<file path="src/rtl/cordic_pkg.sv">
// Shared definitions for the iterative CORDIC rotation engine: 16-bit
// arctangent table, FSM state encoding, and helpers for angle scaling/clamping.
package cordic_pkg;

    localparam int ATAN_N = 15;

    // atan(2^-i) with a full turn mapped onto 2^16
    localparam logic [15:0] ATAN16 [0:ATAN_N-1] = '{
        16'd8192, 16'd4836, 16'd2555, 16'd1297, 16'd651,
        16'd326,  16'd163,  16'd81,   16'd41,   16'd20,
        16'd10,   16'd5,    16'd3,    16'd1,    16'd1
    };

    typedef enum logic [1:0] {
        ST_IDLE = 2'd0,
        ST_RUN  = 2'd1,
        ST_HOLD = 2'd2
    } state_t;

    // Rescale a table entry to a width-bit angle, rounding to nearest.
    function automatic logic [15:0] atan_scaled(input logic [3:0] idx, input int width);
        logic [16:0] sum;
        sum = {1'b0, ATAN16[idx]} + ((width < 16) ? (17'd1 << (15 - width)) : 17'd0);
        return 16'(sum >> (16 - width));
    endfunction

    // Clamp an 18-bit signed value into the signed range of a width-bit word.
    function automatic logic signed [15:0] sat_clamp(input logic signed [17:0] v,
                                                     input int width);
        logic signed [17:0] hi;
        logic signed [17:0] lo;
        logic signed [17:0] res;
        hi  = (18'sd1 <<< (width - 1)) - 18'sd1;
        lo  = -(18'sd1 <<< (width - 1));
        res = v;
        if (v > hi) begin
            res = hi;
        end else if (v < lo) begin
            res = lo;
        end
        return 16'(res);
    endfunction

endpackage

</file>
<file path="src/rtl/cordic_micro_rot.sv">
// One combinational CORDIC rotation-mode micro-rotation: rotates (x, y) by
// +/-atan(2^-i) depending on the sign of the residual angle z.
module cordic_micro_rot
    import cordic_pkg::*;
#(
    parameter int WIDTH = 8,
    parameter int IW    = 3
) (
    input  logic signed [WIDTH+1:0] x_cur,
    input  logic signed [WIDTH+1:0] y_cur,
    input  logic signed [WIDTH-1:0] z_cur,
    input  logic        [IW-1:0]    i_cur,
    output logic signed [WIDTH+1:0] x_nxt,
    output logic signed [WIDTH+1:0] y_nxt,
    output logic signed [WIDTH-1:0] z_nxt
);

    logic signed [WIDTH+1:0] x_sh;
    logic signed [WIDTH+1:0] y_sh;
    logic signed [WIDTH-1:0] atan_w;

    always_comb begin
        x_sh   = x_cur >>> i_cur;
        y_sh   = y_cur >>> i_cur;
        atan_w = WIDTH'(atan_scaled(4'(i_cur), WIDTH));
        // z >= 0 drives the vector counter-clockwise; z wraps modulo 2^WIDTH
        if (!z_cur[WIDTH-1]) begin
            x_nxt = x_cur - y_sh;
            y_nxt = y_cur + x_sh;
            z_nxt = z_cur - atan_w;
        end else begin
            x_nxt = x_cur + y_sh;
            y_nxt = y_cur - x_sh;
            z_nxt = z_cur + atan_w;
        end
    end

endmodule

</file>
<file path="src/rtl/cordic_rotate_seq.sv">
// Sequential CORDIC rotation engine, one micro-rotation per clock, with
// valid/ready on both sides. Optional CORDIC_QUAD_CORR_EN extends range to +/-180 deg.
module cordic_rotate_seq
    import cordic_pkg::*;
#(
    parameter int WIDTH = 8,
    parameter int ITER  = 7
) (
    input  logic                    clk_in,
    input  logic                    rst_in,
    input  logic                    in_valid_in,
    output logic                    in_ready_output,
    input  logic signed [WIDTH-1:0] x_in,
    input  logic signed [WIDTH-1:0] y_in,
    input  logic signed [WIDTH-1:0] z_in,
    output logic                    out_valid_output,
    input  logic                    out_ready_in,
    output logic signed [WIDTH-1:0] x_output,
    output logic signed [WIDTH-1:0] y_output
);

    localparam int IW = $clog2(WIDTH);
    localparam logic [IW-1:0] LAST_I = IW'(ITER - 1);

    state_t state_q;
    state_t state_d;
    logic   load_en;
    logic   step_en;
    logic   done;

    logic signed [WIDTH+1:0] x_p0;
    logic signed [WIDTH+1:0] y_p0;
    logic signed [WIDTH-1:0] z_p0;
    logic        [IW-1:0]    i_p0;

    logic signed [WIDTH+1:0] x_ld;
    logic signed [WIDTH+1:0] y_ld;
    logic signed [WIDTH-1:0] z_ld;

    logic signed [WIDTH+1:0] x_nxt;
    logic signed [WIDTH+1:0] y_nxt;
    logic signed [WIDTH-1:0] z_nxt;

`ifdef CORDIC_QUAD_CORR_EN
    localparam logic signed [WIDTH-1:0] Q_LIM = WIDTH'(1 << (WIDTH - 2));
    localparam logic signed [WIDTH-1:0] HALF  = WIDTH'(1 << (WIDTH - 1));
`endif

    // Operand conditioning at load time
    always_comb begin
        x_ld = (WIDTH + 2)'(x_in);
        y_ld = (WIDTH + 2)'(y_in);
        z_ld = z_in;
`ifdef CORDIC_QUAD_CORR_EN
        // Beyond +/-90 deg: pre-rotate by 180 deg so the iterations converge
        if (z_in > Q_LIM || z_in < -Q_LIM) begin
            x_ld = -x_ld;
            y_ld = -y_ld;
            z_ld = z_in + HALF;
        end
`endif
    end

    cordic_micro_rot #(
        .WIDTH (WIDTH),
        .IW    (IW)
    ) u_micro_rot (
        .x_cur (x_p0),
        .y_cur (y_p0),
        .z_cur (z_p0),
        .i_cur (i_p0),
        .x_nxt (x_nxt),
        .y_nxt (y_nxt),
        .z_nxt (z_nxt)
    );

    always_ff @(posedge clk_in) begin
        if (rst_in) begin
            state_q <= ST_IDLE;
        end else begin
            state_q <= state_d;
        end
    end

    always_comb begin
        state_d          = state_q;
        in_ready_output  = 1'b0;
        out_valid_output = 1'b0;
        load_en          = 1'b0;
        step_en          = 1'b0;
        done             = 1'b0;
        case (state_q)
            ST_IDLE: begin
                in_ready_output = 1'b1;
                if (in_valid_in) begin
                    load_en = 1'b1;
                    state_d = ST_RUN;
                end
            end
            ST_RUN: begin
                step_en = 1'b1;
                if (i_p0 == LAST_I) begin
                    done    = 1'b1;
                    state_d = ST_HOLD;
                end
            end
            ST_HOLD: begin
                // Returning to IDLE first leaves a one-cycle bubble before the next accept
                out_valid_output = 1'b1;
                if (out_ready_in) begin
                    state_d = ST_IDLE;
                end
            end
            default: begin
                state_d = ST_IDLE;
            end
        endcase
    end

    // Iteration registers: load/feedback select, plus result capture on the last step
    always_ff @(posedge clk_in) begin
        if (rst_in) begin
            x_p0     <= '0;
            y_p0     <= '0;
            z_p0     <= '0;
            i_p0     <= '0;
            x_output <= '0;
            y_output <= '0;
        end else begin
            if (load_en) begin
                x_p0 <= x_ld;
                y_p0 <= y_ld;
                z_p0 <= z_ld;
                i_p0 <= '0;
            end else if (step_en) begin
                x_p0 <= x_nxt;
                y_p0 <= y_nxt;
                z_p0 <= z_nxt;
                i_p0 <= i_p0 + IW'(1);
            end
            if (done) begin
                x_output <= WIDTH'(sat_clamp(18'(x_nxt), WIDTH));
                y_output <= WIDTH'(sat_clamp(18'(y_nxt), WIDTH));
            end
        end
    end

endmodule

</file>
<file path="config.mk">
export PLATFORM = sky130hd
export DESIGN_NAME = cordic_rotate_seq
export DESIGN_NICKNAME = d
export VERILOG_FILES = /design/src/rtl/cordic_pkg.sv /design/src/rtl/cordic_micro_rot.sv /design/src/rtl/cordic_rotate_seq.sv
export SDC_FILE = /design/constraint.sdc
export NUM_CORES = 1
export LEC_CHECK = 0
export ABC_AREA = 1
export CAP_MARGIN = 25
export CORE_MARGIN = 2
export CORE_UTILIZATION = 54
export CTS_BUF_LIST = sky130_fd_sc_hd__clkbuf_4
export CTS_CLUSTER_SIZE = 30
export DETAILED_ROUTE_END_ITERATION = 16
export PLACE_DENSITY = 0.79
export SLEW_MARGIN = 30
export SYNTH_ARGS = -nofsm -noshare
export SYNTH_HDL_FRONTEND = slang
export SYNTH_SLANG_ARGS = --single-unit
export TNS_END_PERCENT = 20
</file>
<file path="constraint.sdc">
create_clock -name clk_in -period 3.45 [get_ports clk_in]
set_input_delay 0.345 -clock clk_in [delete_from_list [all_inputs] [get_ports clk_in]]
set_output_delay 0.345 -clock clk_in [all_outputs]
set_load 0.1 [all_outputs]
</file>
==> reports/summary.txt, run 1 <==
H-Tree Depth - 2
Synth area leaders - dfxtp_1 21%, nand2_1 19%, ha_1 9.5%
Filler cells - 693
P_leak - 2.89 nW
I/O pin cnt - 46
Critical Path RT - 3740 ps
TritonCTS clock tree - done
initial antenna violation count - 0
max cap viols - 0
Post-synth EDFFs - 0
largest area contributor in the netlist - dfxtp_1
CTS Root Buffer Type - clkbuf_4
M1 GR Usage - 39.7%
clock-pin slew on the worst setup and hold paths - 180 ps
final count of hold timing violations - 0
1st-iter DRT viols - 330
GRT Total Usage - 31.0%
prevailing post-synth register cell - dfxtp_1
RR Startpoint - i_p0[1]$_SDFFE_PP0P_
r2r worst-path depth - 25
period utilization - 99.4%
clk_skew - 10.6 ps
ANT nets after route - 0
top-count cell post-synth - nand2_1
Post-route DRC - 0
power density cells - 717 nW/um^2
Fmax achieved - 292 MHz
Worst setup SP type - flip-flop
RSZ-0062 raised after global routing - yes
hpwl dp - 10500 um
Vias - 5166
Final #Nets - 886
RePlAce Congestion - 0.960
fin. max-slew vios - 0
global route overflow - 0
Min-Delay Endpoint - y_output[1]$_SDFFE_PP0P_
Worst Setup End Kind - flip-flop
final core occ - 72.4%
met2 Usage GRT - 53.4%
clk_lat worst skew - 390 ps
antenna diode count - 0
Detailed Route WL - 14400 um
asr flop ratio synth - 0%
reg2reg setup slack - 20 ps
Worst Tran Pin Value - 979 ps
post-synth net total - 784
Syn Area/Cell - 6.44 um^2
Crit Path Category - flip-flop to flip-flop
Die Width - 96.5 um
GR peak layer - met2
vias in the first global route - 4752
relative max-transition margin - 34.5%
minimum clock period - 3430 ps
pre-CTS setup slack - -136 ps
area grow syn2layout - 29.4%
Synth Cell Area - 4620 um^2
Final setup viols - 0
Inserted Clock Buffers - 5
hold depth - 2
Yosys reg bits - 49
post-synth cell types - 41
Vias/cell - 5.58
pin count of the biggest net entering global routing - 33
sequential share of the synthesized area - 21.2%
first-pass GRT wire length - 22400 um
Die H - 96.5 um
Hold/Removal Path Class - flip-flop to flip-flop
GR met3 Demand/Resource - 4.19%
IO Port Bufs - 45
Routed wire per std cell - 15.6 um
layout cells sized above 1 - 23.5%
CTS Sinks - 49
most instantiated cells after synthesis - 229 x nand2_1, 80 x inv_1, 50 x nand3_1
HP Start - y_output[1]$_SDFFE_PP0P_
synthesized instance count - 718
Rows - 33
Initial DRT Pass Iterations - 5
area share of the largest cell type after synthesis - 21.2%
Final WS setup - 21.7 ps
Die ar. - 9310 um^2
Max VDD drop - 0.000282 V
warnings from Yosys - 0
r2r endpoint - y_output[4]$_SDFFE_PP0P_
outcome - finished clean
CTS Buffer Depth - 2
core area - 8260 um^2
worst-path maximum fanout - 8
Initial Utilization - 56.0%
Crit path arrival time - 3720 ps
==> worst max-delay path by stage <==
stage                              start                  endpoint  depth (start not counted)
floorplan           i_p0[0]$_SDFFE_PP0P_      z_p0[7]$_SDFFE_PP0P_                         23
global placement    i_p0[1]$_SDFFE_PP0P_  x_output[5]$_SDFFE_PP0P_                         23
detailed placement  i_p0[0]$_SDFFE_PP0P_  x_output[1]$_SDFFE_PP0P_                         26
CTS                 i_p0[0]$_SDFFE_PP0P_      z_p0[6]$_SDFFE_PP0P_                         22
global route        i_p0[0]$_SDFFE_PP0P_  x_output[6]$_SDFFE_PP0P_                         26
finish              i_p0[1]$_SDFFE_PP0P_  y_output[4]$_SDFFE_PP0P_                         25
==> registers in the layout, indices dropped and copies added, names as in the netlist <==
| signal | cells |
|---|---|
| i_p0 | 3 |
| state_q | 2 |
| x_output | 8 |
| x_p0 | 10 |
| y_output | 8 |
| y_p0 | 10 |
| z_p0 | 8 |
==> report_power, final <==
group	leakage (nW)	internal [mW]	switching [mW]	total (mW)
clock	0.0293	0.0846	0.228	0.313
combinational	2.45	1.34	1.89	3.24
sequential	0.403	0.634	0.101	0.736
==> logic make-up (layout without fill, tap and decap cells) <==
group           count (synthesis)  count (layout)  synth area share [%]
simple gates                  364             364                  34.8
flops                          49              49                  21.2
buf+inv                       111             214                  10.4
compound gates                118             118                  15.6
xor+xnor                       38              38                  7.20
fa+ha+maj                      38              38                  10.8
==> critical path, cell delays in order (launching register included) <==
cell and delay, ps:
dfxtp_2 370, buf_4 160, nor2_4 180, o211ai_1 120, nand2_1 70, inv_1 50
nand2_1 80, inv_2 50, ha_2 160, inv_2 80, nor2_4 40, nand4_1 140
buf_4 130, nand2_1 50, xor2_1 150, ha_1 340, buf_4 120, nand2_1 70
nor3_2 200, nand3_1 110, nand3_2 140, nand3_2 120, nand3_2 120, nand2_1 70
inv_2 150, a21oi_2 70
==> placed cells by master (no fill, tap or decap), types with 3 or more instances in the layout <==
| cell type | Yosys | final |
|---|---|---|
| fa_1 | 3 | 3 |
| dfxtp_1 | 49 | 46 |
| a21oi_1 | 21 | 18 |
| nand2_1 | 229 | 223 |
| buf_4 | 2 | 67 |
| o211ai_1 | 4 | 4 |
| xor2_1 | 22 | 22 |
| nand2_2 | 15 | 21 |
| or2_2 | 4 | 4 |
| nand4_1 | 4 | 4 |
| o21ai_2 | 0 | 4 |
| nor2_2 | 5 | 7 |
| ha_2 | 0 | 3 |
| inv_2 | 6 | 12 |
| nor2_1 | 38 | 34 |
| o31ai_2 | 0 | 3 |
| inv_1 | 80 | 73 |
| nor2_4 | 2 | 4 |
| ha_1 | 35 | 28 |
| nand3_1 | 50 | 39 |
| clkdlybuf4s50_1 | 0 | 45 |
| a31oi_1 | 28 | 26 |
| clkbuf_4 | 0 | 5 |
| nand3_2 | 7 | 17 |
| a21oi_2 | 14 | 17 |
| o21ai_0 | 36 | 24 |
| xnor2_1 | 16 | 15 |
| o21ai_1 | 3 | 11 |
| ha_4 | 0 | 4 |
| nand2_4 | 3 | 3 |
==> metal layers <==
layer	wire (um)	vias up
li1	-	2535
met1	6210	2412
met2	7000	190
met3	873	29
met4	344	0
met5	0	-
==> metrics by stage <==
stage	area, um^2	TNS, ps	cells	power, mW	hold slack [ps]
after floorplan	4620	0	718	2.64	459
after global placement	5500	-531	903	3.39	471
after detailed placement	5500	-1540	903	3.48	480
after CTS	5700	0	916	3.91	501
after global routing	5980	-3290	926	4.64	505
final	5980	0	926	4.29	505
==> repair_timing <==
item / CTS / global route
gates cloned: 0 / 1
setup buffers: 5 / 9
hold buffers: 0 / 0
setup endpoints to repair: 20 / 25
gates resized for setup: 28 / 53
pin swaps: 10 / 33
==> final cells by class <==
cell class	count	area [um^2]	share of cell area, %
Multi-Input combinational cell	558	3410	57.0
Timing Repair Buffer	117	1040	17.4
Sequential cell	49	987	16.5
Inverter	89	347	5.79
Tap cell	105	131	2.20
Clock buffer	5	37.5	0.628
Clock inverter	3	26.3	0.439
Power figures use the tool's default switching activity.
==> run 2, diff against run 1 <==
- CORE_UTILIZATION: 54 -> 40
- PLACE_DENSITY: 0.79 -> not set
==> run 2 against run 1 <==
Against the previous run:
- the flow now finishes with violations (negative setup slack)
- total power up 7.7%
- hold slack hardly changed
- via count down 0.97%
- cell area is 4.9% higher
- utilization down 17 points
- non-clock buffer count increased by 9
- final cell count grew 5.1%
- register-to-register slack worse by 130 ps
- largest cell class unchanged
==> reports/summary.txt, run 2 (synthesized netlist as in run 1, its figures left out) <==
Final setup viols - 8
sw frac - 50.5%
Worst setup SP type - flip-flop
power density cells - 735 nW/um^2
FF+latch area - 988 um^2
worst hold slack - 505 ps
Vias - 5116
hpwl dp - 11000 um
first-pass GRT wire length - 23500 um
Routed wire per std cell - 15.2 um
Crit Path Category - flip-flop to flip-flop
pre-CTS setup slack - -180 ps
top flop regs - x_p0 x10, y_p0 x10
final count of hold timing violations - 0
core area - 11400 um^2
RSZ-0062 raised after global routing - yes
Crit path arrival time - 3870 ps
Inserted Clock Buffers - 5
Filler cells - 1114
hold_buf cts - 0
Die Width - 111 um
IO Port Bufs - 45
Critical Path RT - 3760 ps
Detailed Route WL - 14800 um
Initial Utilization - 40.6%
Fmax achieved - 281 MHz
CTS Sinks - 49
clk_skew - 18.4 ps
global route overflow - 0
ANT nets after route - 0
Max VDD drop - 0.000380 V
failing checks - negative setup slack
placed insts - 949
Final WS setup - -106 ps
Overall Power - 4.61 mW
area occupied by multi-input gates - 3540 um^2
Worst Tran Pin Value - 1010 ps
Rows - 39
P_leak - 2.98 nW
H-Tree Depth - 2
Post-route DRC - 0
sequential share of power - 15.9%
CTS Root Buffer Type - clkbuf_4
Worst Setup End Kind - flip-flop
CTS Buffer Depth - 2
commonest cells after routing, fill and taps aside - 217 x nand2_1, 73 x buf_4, 69 x inv_1, 45 x clkdlybuf4s50_1, 45 x dfxtp_1
1st-iter DRT viols - 342
pin count of the biggest net entering global routing - 33
most common cell after layout, fill and taps aside - nand2_1
setup TNS - -520 ps
worst-path maximum fanout - 7
initial antenna violation count - 0
Clock Power Share - 7.9%
relative max-transition margin - 32.7%
clk_lat worst skew - 380 ps
clock-pin slew on the worst setup and hold paths - 160 ps
period utilization - 103%
Comb power frac - 76.2%
I/O pin cnt - 46
minimum clock period - 3560 ps
Final #Nets - 895
Die ar. - 12400 um^2
antenna diode count - 0
fin. max-slew vios - 0
Vias/cell - 5.26
max cap viols - 0
sw power - 2.33 mW
vias in the first global route - 4987
Int Power - 2.29 mW
Die H - 111 um
area grow syn2layout - 35.8%
layout cells sized above 1 - 26.7%
outcome - finished with violations
Hold/Removal Path Class - flip-flop to flip-flop
RePlAce Congestion - 0.955
TritonCTS clock tree - done
Initial DRT Pass Iterations - 5
Finished Layout Cells - 973
GRT Total Usage - 23.0%
==> run 2: cell count changes in the layout (fill, tap and decap cells not counted), sizes merged <==
cell and delta:
clkinv +1, bufinv +1, clkinvlp -2, buf +9
==> run 2: layout make-up <==
class	count	share of cell area, %
repair buffers	126	18.1
clock buffers	5	0.598
inverters	89	5.52
multi-input cells	558	56.5
clock inverters	3	0.698
flip-flops and latches	49	15.8
well taps	143	2.85
==> run 2: final timing paths <==
path / to / slack (ps) / cells past startpoint / startpoint
worst max-delay path: x_output[2]$_SDFFE_PP0P_ / -110 / 26 / i_p0[0]$_SDFFE_PP0P_
worst min-delay path: z_p0[0]$_SDFFE_PP0P_ / 500 / 2 / z_p0[0]$_SDFFE_PP0P_
worst max register to register: x_output[2]$_SDFFE_PP0P_ / -110 / 26 / i_p0[0]$_SDFFE_PP0P_
worst min register to register: z_p0[0]$_SDFFE_PP0P_ / 500 / 2 / z_p0[0]$_SDFFE_PP0P_
==> run 2: metal layers <==
| layer | GRT usage, % | vias up | share of wire, % |
|---|---|---|---|
| li1 | - | 2550 | - |
| met1 | 29.3 | 2388 | 43 |
| met2 | 40.4 | 150 | 49 |
| met3 | 3.48 | 28 | 5.4 |
| met4 | 6.83 | 0 | 2.7 |
| met5 | 0 | - | 0 |
==> run 2: critical path, stage by stage (launching register included) <==
cell,delay [ps]
dfxtp_4,390
buf_12,140
buf_6,110
o211ai_1,250
nand3_1,150
nand2_2,110
inv_2,60
ha_4,160
nand2_4,60
nor3_4,40
inv_1,70
nor2_2,40
o31ai_1,240
ha_1,340
nand2_1,110
inv_2,40
nand4_1,80
nand3_2,110
nand2_2,120
nand2_2,80
a21oi_4,170
inv_2,70
nand3_4,100
nand3_2,90
nand2_2,90
clkinv_4,100
a21oi_2,150
==> run 2: what timing repair did <==
item / in CTS / in global routing
pin swaps: 17 / 47
hold endpoints to repair: 0 / 0
resized for setup: 32 / 77
cloned: 1 / 1
endpoints found under the setup margin: 19 / 27
setup buffers: 5 / 9
==> run 2: through the flow <==
step	util (%)	area [um^2]
6_report	55.2	6270
5_1_grt	55.2	6270
4_1_cts	51.5	5860
3_5_place_dp	49.4	5610
3_3_place_gp	49.4	5610
2_1_floorplan	-	4620
==> run 2: power by group through the flow <==
stage,Clock (mW),Sequential [mW],Combinational [mW]
CTS,0.370,0.728,2.92
floorplan,0,0.703,1.94
finish,0.362,0.736,3.52
global placement,0,0.738,2.73
detailed placement,0,0.737,2.75
global route,0.395,0.740,3.83
==> run 3, diff against run 2 <==
- CTS_CLUSTER_SIZE: 30 -> 20
- HOLD_SLACK_MARGIN: not set -> 0.08
==> results of run 3 <==
The final DEF is identical to that of run 2; final timing and power are the same.
